File: config.mk
export PLATFORM = sky130hd
export DESIGN_NAME = ps2_direction_decoder
export DESIGN_NICKNAME = d
export VERILOG_FILES = /design/src/rtl/ps2_direction_decoder.sv
export SDC_FILE = /design/constraint.sdc
export NUM_CORES = 1
export LEC_CHECK = 0
export CORE_MARGIN = 3
export CORE_UTILIZATION = 33
export CTS_BUF_LIST = sky130_fd_sc_hd__clkbuf_2
export DETAILED_ROUTE_END_ITERATION = 6
export GPL_TIMING_DRIVEN = 0
export HOLD_SLACK_MARGIN = 0.06
export PLACE_DENSITY = 0.64
export SYNTH_ARGS = -nofsm -noshare
export SYNTH_HDL_FRONTEND = slang
export SYNTH_SLANG_ARGS = --single-unit
File: constraint.sdc
create_clock -name clk -period 6.68 [get_ports clk]
set_clock_uncertainty 0.2 [all_clocks]
set_input_delay 0.668 -clock clk [delete_from_list [all_inputs] [get_ports clk]]
set_output_delay 0.668 -clock clk [all_outputs]
set_load 0.05 [all_outputs]
File: src/rtl/ps2_direction_decoder.sv
// PS/2 set-2 byte decoder: tracks E0/F0/E1 prefixes and arrow-key held levels,
// emitting one event per real held-state change.
module ps2_direction_decoder #(
  parameter logic [8:0] LEFT_CODE      = 9'h16B,
  parameter logic [8:0] RIGHT_CODE     = 9'h174,
  parameter logic [8:0] UP_CODE        = 9'h175,
  parameter logic [8:0] DOWN_CODE      = 9'h172,
  parameter int         PREFIX_TIMEOUT = 100000,
  parameter int         PAUSE_SKIP     = 7
) (
  input  logic       clk,
  input  logic       reset,
  input  logic       din_new,
  input  logic [7:0] din,
  output logic       leftPressed,
  output logic       rightPressed,
  output logic       upPressed,
  output logic       downPressed,
  output logic       keyEvent,
  output logic [8:0] keyCode,
  output logic       keyMake
);

  localparam int TW = (PREFIX_TIMEOUT < 2) ? 1 : $clog2(PREFIX_TIMEOUT + 1);
  localparam int SW = (PAUSE_SKIP < 2) ? 1 : $clog2(PAUSE_SKIP + 1);
  localparam logic [TW-1:0] TO_MAX  = TW'(PREFIX_TIMEOUT);
  localparam logic [SW-1:0] SK_INIT = SW'(PAUSE_SKIP);

  localparam logic [2:0] S_IDLE    = 3'd0;
  localparam logic [2:0] S_EXT     = 3'd1;
  localparam logic [2:0] S_BRK     = 3'd2;
  localparam logic [2:0] S_EXT_BRK = 3'd3;
  localparam logic [2:0] S_SKIP    = 3'd4;

  logic [2:0]    state_q, state_d;
  logic [SW-1:0] skip_q, skip_d;
  logic [TW-1:0] to_q, to_d;
  logic [3:0]    held_q, held_d;   // {left, right, up, down}
  logic          event_q, event_d;
  logic [8:0]    code_q, code_d;
  logic          make_q, make_d;

  logic          do_key;
  logic          key_brk;
  logic [8:0]    key_code;

  always_comb begin
    state_d  = state_q;
    skip_d   = skip_q;
    to_d     = to_q;
    held_d   = held_q;
    event_d  = 1'b0;
    code_d   = code_q;
    make_d   = make_q;
    do_key   = 1'b0;
    key_brk  = 1'b0;
    key_code = 9'h000;

    if (din_new) begin
      // A byte always wins over a timeout expiring in the same cycle.
      to_d = '0;
      case (state_q)
        S_IDLE: begin
          if (din == 8'hE0) begin
            state_d = S_EXT;
          end else if (din == 8'hF0) begin
            state_d = S_BRK;
          end else if (din == 8'hE1) begin
            state_d = S_SKIP;
            skip_d  = SK_INIT;
          end else if (din == 8'h00 || din == 8'hFF) begin
            held_d = 4'b0000;
          end else begin
            do_key   = 1'b1;
            key_code = {1'b0, din};
          end
        end
        S_EXT: begin
          if (din == 8'hF0) begin
            state_d = S_EXT_BRK;
          end else begin
            do_key   = 1'b1;
            key_code = {1'b1, din};
            state_d  = S_IDLE;
          end
        end
        S_BRK: begin
          do_key   = 1'b1;
          key_brk  = 1'b1;
          key_code = {1'b0, din};
          state_d  = S_IDLE;
        end
        S_EXT_BRK: begin
          do_key   = 1'b1;
          key_brk  = 1'b1;
          key_code = {1'b1, din};
          state_d  = S_IDLE;
        end
        S_SKIP: begin
          if (skip_q <= SW'(1)) begin
            skip_d  = '0;
            state_d = S_IDLE;
          end else begin
            skip_d = skip_q - 1'b1;
          end
        end
        default: state_d = S_IDLE;
      endcase
    end else if (state_q != S_IDLE) begin
      if (to_q == TO_MAX) begin
        state_d = S_IDLE;
        to_d    = '0;
        skip_d  = '0;
      end else begin
        to_d = to_q + 1'b1;
      end
    end

    if (do_key) begin
      if (key_code == LEFT_CODE)  held_d[3] = ~key_brk;
      if (key_code == RIGHT_CODE) held_d[2] = ~key_brk;
      if (key_code == UP_CODE)    held_d[1] = ~key_brk;
      if (key_code == DOWN_CODE)  held_d[0] = ~key_brk;
      // Typematic repeats and breaks of released keys leave held_d unchanged.
      if (held_d != held_q) begin
        event_d = 1'b1;
        code_d  = key_code;
        make_d  = ~key_brk;
      end
    end
  end

  always_ff @(posedge clk) begin
    if (reset) begin
      state_q <= S_IDLE;
      skip_q  <= '0;
      to_q    <= '0;
      held_q  <= 4'b0000;
      event_q <= 1'b0;
      code_q  <= 9'h000;
      make_q  <= 1'b0;
    end else begin
      state_q <= state_d;
      skip_q  <= skip_d;
      to_q    <= to_d;
      held_q  <= held_d;
      event_q <= event_d;
      code_q  <= code_d;
      make_q  <= make_d;
    end
  end

  assign leftPressed  = held_q[3];
  assign rightPressed = held_q[2];
  assign upPressed    = held_q[1];
  assign downPressed  = held_q[0];
  assign keyEvent     = event_q;
  assign keyCode      = code_q;
  assign keyMake      = make_q;

endmodule

## Word level (Yosys, flattened, before mapping)

Cells that the tools add are included.

- Flip-flop bits (word level): 38
- Output and inout bits: 15
- Logic and storage cells: 92

- Add/sub/neg operators: 2
- Magnitude comparators: 1
- Equal/unequal tests: 20
- Multiplexer cells: 48
- Bitwise gates (word level): 2
- Reduce and logical (&&, ||, !) cells: 12

Operator list:

| kind | number |
|---|---|
| 9-bit equality test (second input constant) | 4 |
| 3-bit 2-to-1 mux | 12 |
| 9-bit case mux with 4 select lines | 1 |
| 8-bit equality test (second input constant) | 4 |
| 8-bit 2-to-1 mux | 4 |
| 4-bit 2-to-1 mux | 7 |
| 9-bit 2-to-1 mux | 2 |
| 17-bit by 1-bit adder with 17-bit output (second input constant) | 1 |
| 17-bit equality test (second input constant) | 1 |
| 1-bit 2-to-1 mux | 17 |
| 17-bit 2-to-1 mux | 1 |
| 3-bit != test (second input constant) | 4 |
| 3-bit case mux with 3 select lines | 1 |
| 8-bit zero test | 1 |
| 3-bit by 2-bit equality test with 1-bit output (second input constant) | 2 |
| 3-bit case mux with 2 select lines | 1 |
| 6-bit AND reduction | 1 |
| 2-bit OR reduction | 3 |
| 5-bit != test (second input constant) | 1 |
| 4-bit != test | 1 |
| 4-bit AND reduction | 1 |
| 2-bit nonzero test | 2 |
| 3-bit by 1-bit equality test with 1-bit output (second input constant) | 1 |
| 3-bit equality test (second input constant) | 1 |
| other kinds (10) | 11 |

## Logic depth before layout (Yosys ltp)

- Depth after elaboration: 13
- Depth in mapped cells: 8

## Worst setup path before layout

OpenSTA, ideal clock, no wires.

- Path type: input to register
- Start point: input port din[0]
- End point: register make_q, in the netlist keyMake
- Setup time: 0.121 ns
- Data arrival time: 2.405 ns
- Data required time: 6.359 ns
- Path slack: 3.954 ns
- Cell stages on the path: 6
- Cells stage by stage: or4_4 o22a_1 o32ai_2 a211oi_2 nor3_4 mux2_4

- Longest elaborated chain between the ends: 13
- Elaborated cells between the ends (all ways): 40

Ends and longest elaborated chain:

| what | line | RTL |
|---|---|---|
| start: declaration | 14 | `input logic [7:0] din,` |
| 8-bit equality test / 8-bit zero test (equally long branches) | 71 | `end else if (din == 8'h00 \|\| din == 8'hFF) begin` |
| 1-bit logical OR | 71 |  |
| 8-bit 2-to-1 mux | 71 |  |
| 8-bit 2-to-1 mux | 68 | `end else if (din == 8'hE1) begin` |
| 8-bit 2-to-1 mux | 66 | `end else if (din == 8'hF0) begin` |
| 8-bit 2-to-1 mux | 64 | `if (din == 8'hE0) begin` |
| 9-bit case mux with 4 select lines | 62 | `case (state_q)` |
| 9-bit 2-to-1 mux | 59 | `if (din_new) begin` |
| 9-bit equality test, on equally long branches | - |  |
| 1-bit 2-to-1 mux, on equally long branches | - |  |
| 1-bit 2-to-1 mux | 119 | `if (do_key) begin` |
| 4-bit != test | 125 | `if (held_d != held_q) begin` |
| 2-bit AND reduction (no line) * | - |  |
| end signal: assignment | 149 | `make_q <= make_d;` |
| end: declaration | 41 | `logic make_q, make_d;` |

Every way passes the cells marked *; elsewhere a longest branch is shown, timed or not. The select of a mux whose other input is x is not followed.
A chain may end at the register's enable or synchronous reset.

## Worst setup path in the final report

- Start point: input port din[3]
- End point: register skip_q[1]

- Longest elaborated chain between the ends: 3
- Elaborated cells between the ends (all ways): 7

Ends and longest elaborated chain:

| what | line | RTL |
|---|---|---|
| 8-bit equality test, on equally long branches | 66, 64, 68 |  |
| 3-bit != test (no line) | - |  |
| 6-bit AND reduction (no line) * | - |  |
| end signal: assignment | 144 | `skip_q <= skip_d;` |
| end: declaration | 36 | `logic [SW-1:0] skip_q, skip_d;` |

Every way passes the cells marked *; elsewhere a longest branch is shown, timed or not.

==> flow_metrics.tcl <==
set metrics [dict create \
    startpoint_type "input pin" \
    via_per_inst 5.38 \
    hp-start "keyCode[1]" \
    fin_cells 373 \
    r2r-start "to_q[6]" \
    vias 2006 \
    yosys.area_share.adder_pct 2.24 \
    area_delta_synth_final_pct 17.4 \
    postLayoutSetupSlackWorst_ns 3.56 \
    wl_per_cell_um 14.0 \
    fin_crit_sh_pct 46.6 \
    rsz0062_at_grt "false" \
    synth-main-ff-cell "dfxtp_1" \
    status "complete, no violations" \
    pwr-share-clk_pct 29.0 \
    cts_tree "done" \
    synth_cells 263 \
    dp.cells 365 \
    whs_path_depth 2 \
    powerDensity_nw_per_um2 138 \
    switching_share_pct 27.3 \
    postCtsSetupBuffers 0 \
    synth-simple-area-share_pct 32.1 \
    synth.distinct_cells 66 \
    cp_max_fo 8 \
    relSlewSlack_pct 46.4 \
    synthTopCellsByArea "dfxtp_1 34%, nor2_1 5.7%, nand2_1 4.9%" \
    synth_top_family_by_area "simple AND/OR/NAND/NOR gates" \
    yosysTopAreaCell "dfxtp_1" \
    p_int_uw 263 \
    yosys.area_share.xor_xnor_pct 7.07 \
    worstSetupPathType "input pin to flip-flop" \
    diodes 0 \
    synthMuxAreaShare_pct 4.94 \
    ys_ff_latch 38 \
    yosysTopAreaCellShare_pct 34.1 \
    synth_area_um2 2230 \
    r2r-end "skip_q[1]" \
    worstPathArrival_ns 3.25 \
    final.setup.tns_ns 0 \
    htree_levels 2 \
    fmax_mhz 321 \
    timing.final.setup_violations 0 \
    report.final.hold_viol_count 0 \
    grt_pass1_vias 1960 \
    synth_seq_area_share_pct 34.1 \
    p_comb_share_pct 8.3 \
    core_area_um2 6460 \
    p_leak_nw 0.879 \
    die_x_um 88.2 \
    synth_compound_area_share_pct 15.0 \
    row_count 29 \
    place_congestion 0.982 \
    antenna_found_initial 0 \
    syn_nets 278 \
    clockBufferDepth 2 \
    drv_slew 0 \
    reg2regPathDepth 6 \
    detail-route-antenna-nets 0 \
    cts.sinks 38 \
    route.detailed.drc 0 \
    cts-buffers-inserted 5 \
    gr-usage-all-layers_pct 14.2 \
    dr.pass1.iters 4 \
    synth_edf_count 0 \
    dpl_worst_slack_ns 3.18 \
    die_y_um 88.2 \
    cts-resized-gates 0 \
    maxCapViolCount 0 \
    hold_buffers 0 \
    worstPathRequired_ns 6.81 \
    clkTransAtPathRegs_ns 0.20 \
    drt-total-wl_um 5220 \
    grt_pass1_wl_um 8880 \
    fin_hold_ws_ns 0.272 \
    hold_class "flip-flop to flip-flop" \
    worstMarginPinSlew_ns 0.798 \
    grt_max_degree 13 \
    globalRouteOverflowTotal 0 \
    drtIter0Drc 103 \
    num_io_pins 26 \
    p_seq_share_pct 62.7 \
    layout.nets 310 \
    worst_hold_path.endpoint "keyCode[1]" \
    start_util_pct 34.5 \
    r2r_slack_ns 4.06 \
    ir_worst_vdd_mv 0.0762 \
    syn_avg_cell_area_um2 8.48 \
    layout-drive-gt1-share_pct 11.5 \
    port_buffers 25 \
    dpl.hpwl_um 3920 \
    worstSetupEndpointType "flip-flop" \
    synthArstFlopShare_pct 0 \
    clock_latency_ns 0.40 \
    fin_crit_ns 3.12 \
    die-area_um2 7780 \
    cts-root-buf "clkbuf_2" \
    switching_power_uw 99.0 \
    power_uw 362 \
    ys_warn_count 0 \
]
[per-stage QoR]
stage,instance area (um^2),utilization (%)
floorplan,2230,-
global placement,2580,39.9
detailed placement,2580,39.9
CTS,2620,40.5
global route,2620,40.5
finish,2620,40.5
[logic make-up (layout without fill, tap and decap cells)]
logic type / count (synthesis) / after routing
multiplexers: 10 / 10
AO/OA/AOI/OAI: 44 / 44
buffers and inverters: 21 / 54
flip-flops: 38 / 38
adder cells (fa/ha/maj): 4 / 4
XOR/XNOR: 18 / 18
AND/OR/NAND/NOR: 128 / 128
[layout make-up]
cell class | count | area (um^2)
tap | 77 | 96.3
fill | 659 | 3840
multi-input combinational | 204 | 1370
timing repair buffer | 25 | 250
inverter | 11 | 41.3
clock buffer | 5 | 25.0
sequential | 38 | 761
buffer | 10 | 60.1
clock inverter | 3 | 16.3
[critical path, cell delays in order]
cell	delay, ns
clkdlybuf4s50_1	0.54
or3_1	0.40
nor3_1	0.50
nand2_1	0.21
a221oi_2	0.45
mux2_2	0.38
nor2_1	0.08
[cell usage after synthesis, drive strengths merged, types with 4 or more instances]
master  count
dfxtp      38
nor2       34
nand2      29
xor2       11
inv        10
nand4      10
a21oi       9
nand3       9
o21ai       8
xnor2       7
nor3        6
clkbuf      5
mux2        5
mux2i       5
or3         5
buf         4
ha          4
or4         4
[layer usage]
metal  global-route usage, %  routed length [um]  up-vias
li1                        -                   -     1003
met1                    18.5                2450      938
met2                    22.8                2460       54
met3                    3.63                 240       11
met4                    4.95                  69        0
met5                       0                   0        -
[worst max path at each step]
| stage | start | endpoint | slack [ns] | cells after the start |
|---|---|---|---|---|
| final | din[3] | skip_q[1] | 3.56 | 7 |
| after global routing | din[3] | skip_q[0] | 3.43 | 7 |
| after CTS | din[3] | skip_q[1] | 3.62 | 7 |
| after detailed placement | din[3] | skip_q[1] | 3.18 | 7 |
| after global placement | din[3] | keyMake | 3.24 | 7 |
| after floorplan | din[0] | keyMake | 3.95 | 6 |
[power by group through the flow]
stage / Clock [mW] / Sequential (mW) / Combinational (mW)
floorplan: 0 / 0.232 / 0.0159
global placement: 0 / 0.232 / 0.0297
detailed placement: 0 / 0.232 / 0.0299
CTS: 0.111 / 0.227 / 0.0298
global route: 0.118 / 0.228 / 0.0329
finish: 0.105 / 0.227 / 0.0300
[sequential cells by signal, indices dropped and copies added, names as in the netlist]
| signal | cells |
|---|---|
| held_q | 4 |
| keyCode | 9 |
| keyEvent | 1 |
| keyMake | 1 |
| skip_q | 3 |
| state_q | 3 |
| to_q | 17 |
[placed cells by master (no fill, tap or decap), drive strengths merged, types with 3 or more instances in the layout]
cell	instances
o31ai	3
xnor2	7
xor2	11
ha	4
nor4	3
nor4b	3
clkdlybuf4s50	25
nor2	34
nand4	10
and4b	3
o21ai	8
or3	5
mux2i	5
clkinv	3
a21oi	9
nor3	6
o21a	3
or4	4
nand3	9
inv	10
buf	4
dfxtp	38
nand2	29
clkbuf	10
and2b	3
nor2b	3
mux2	5
Power figures use the tool's default switching activity.
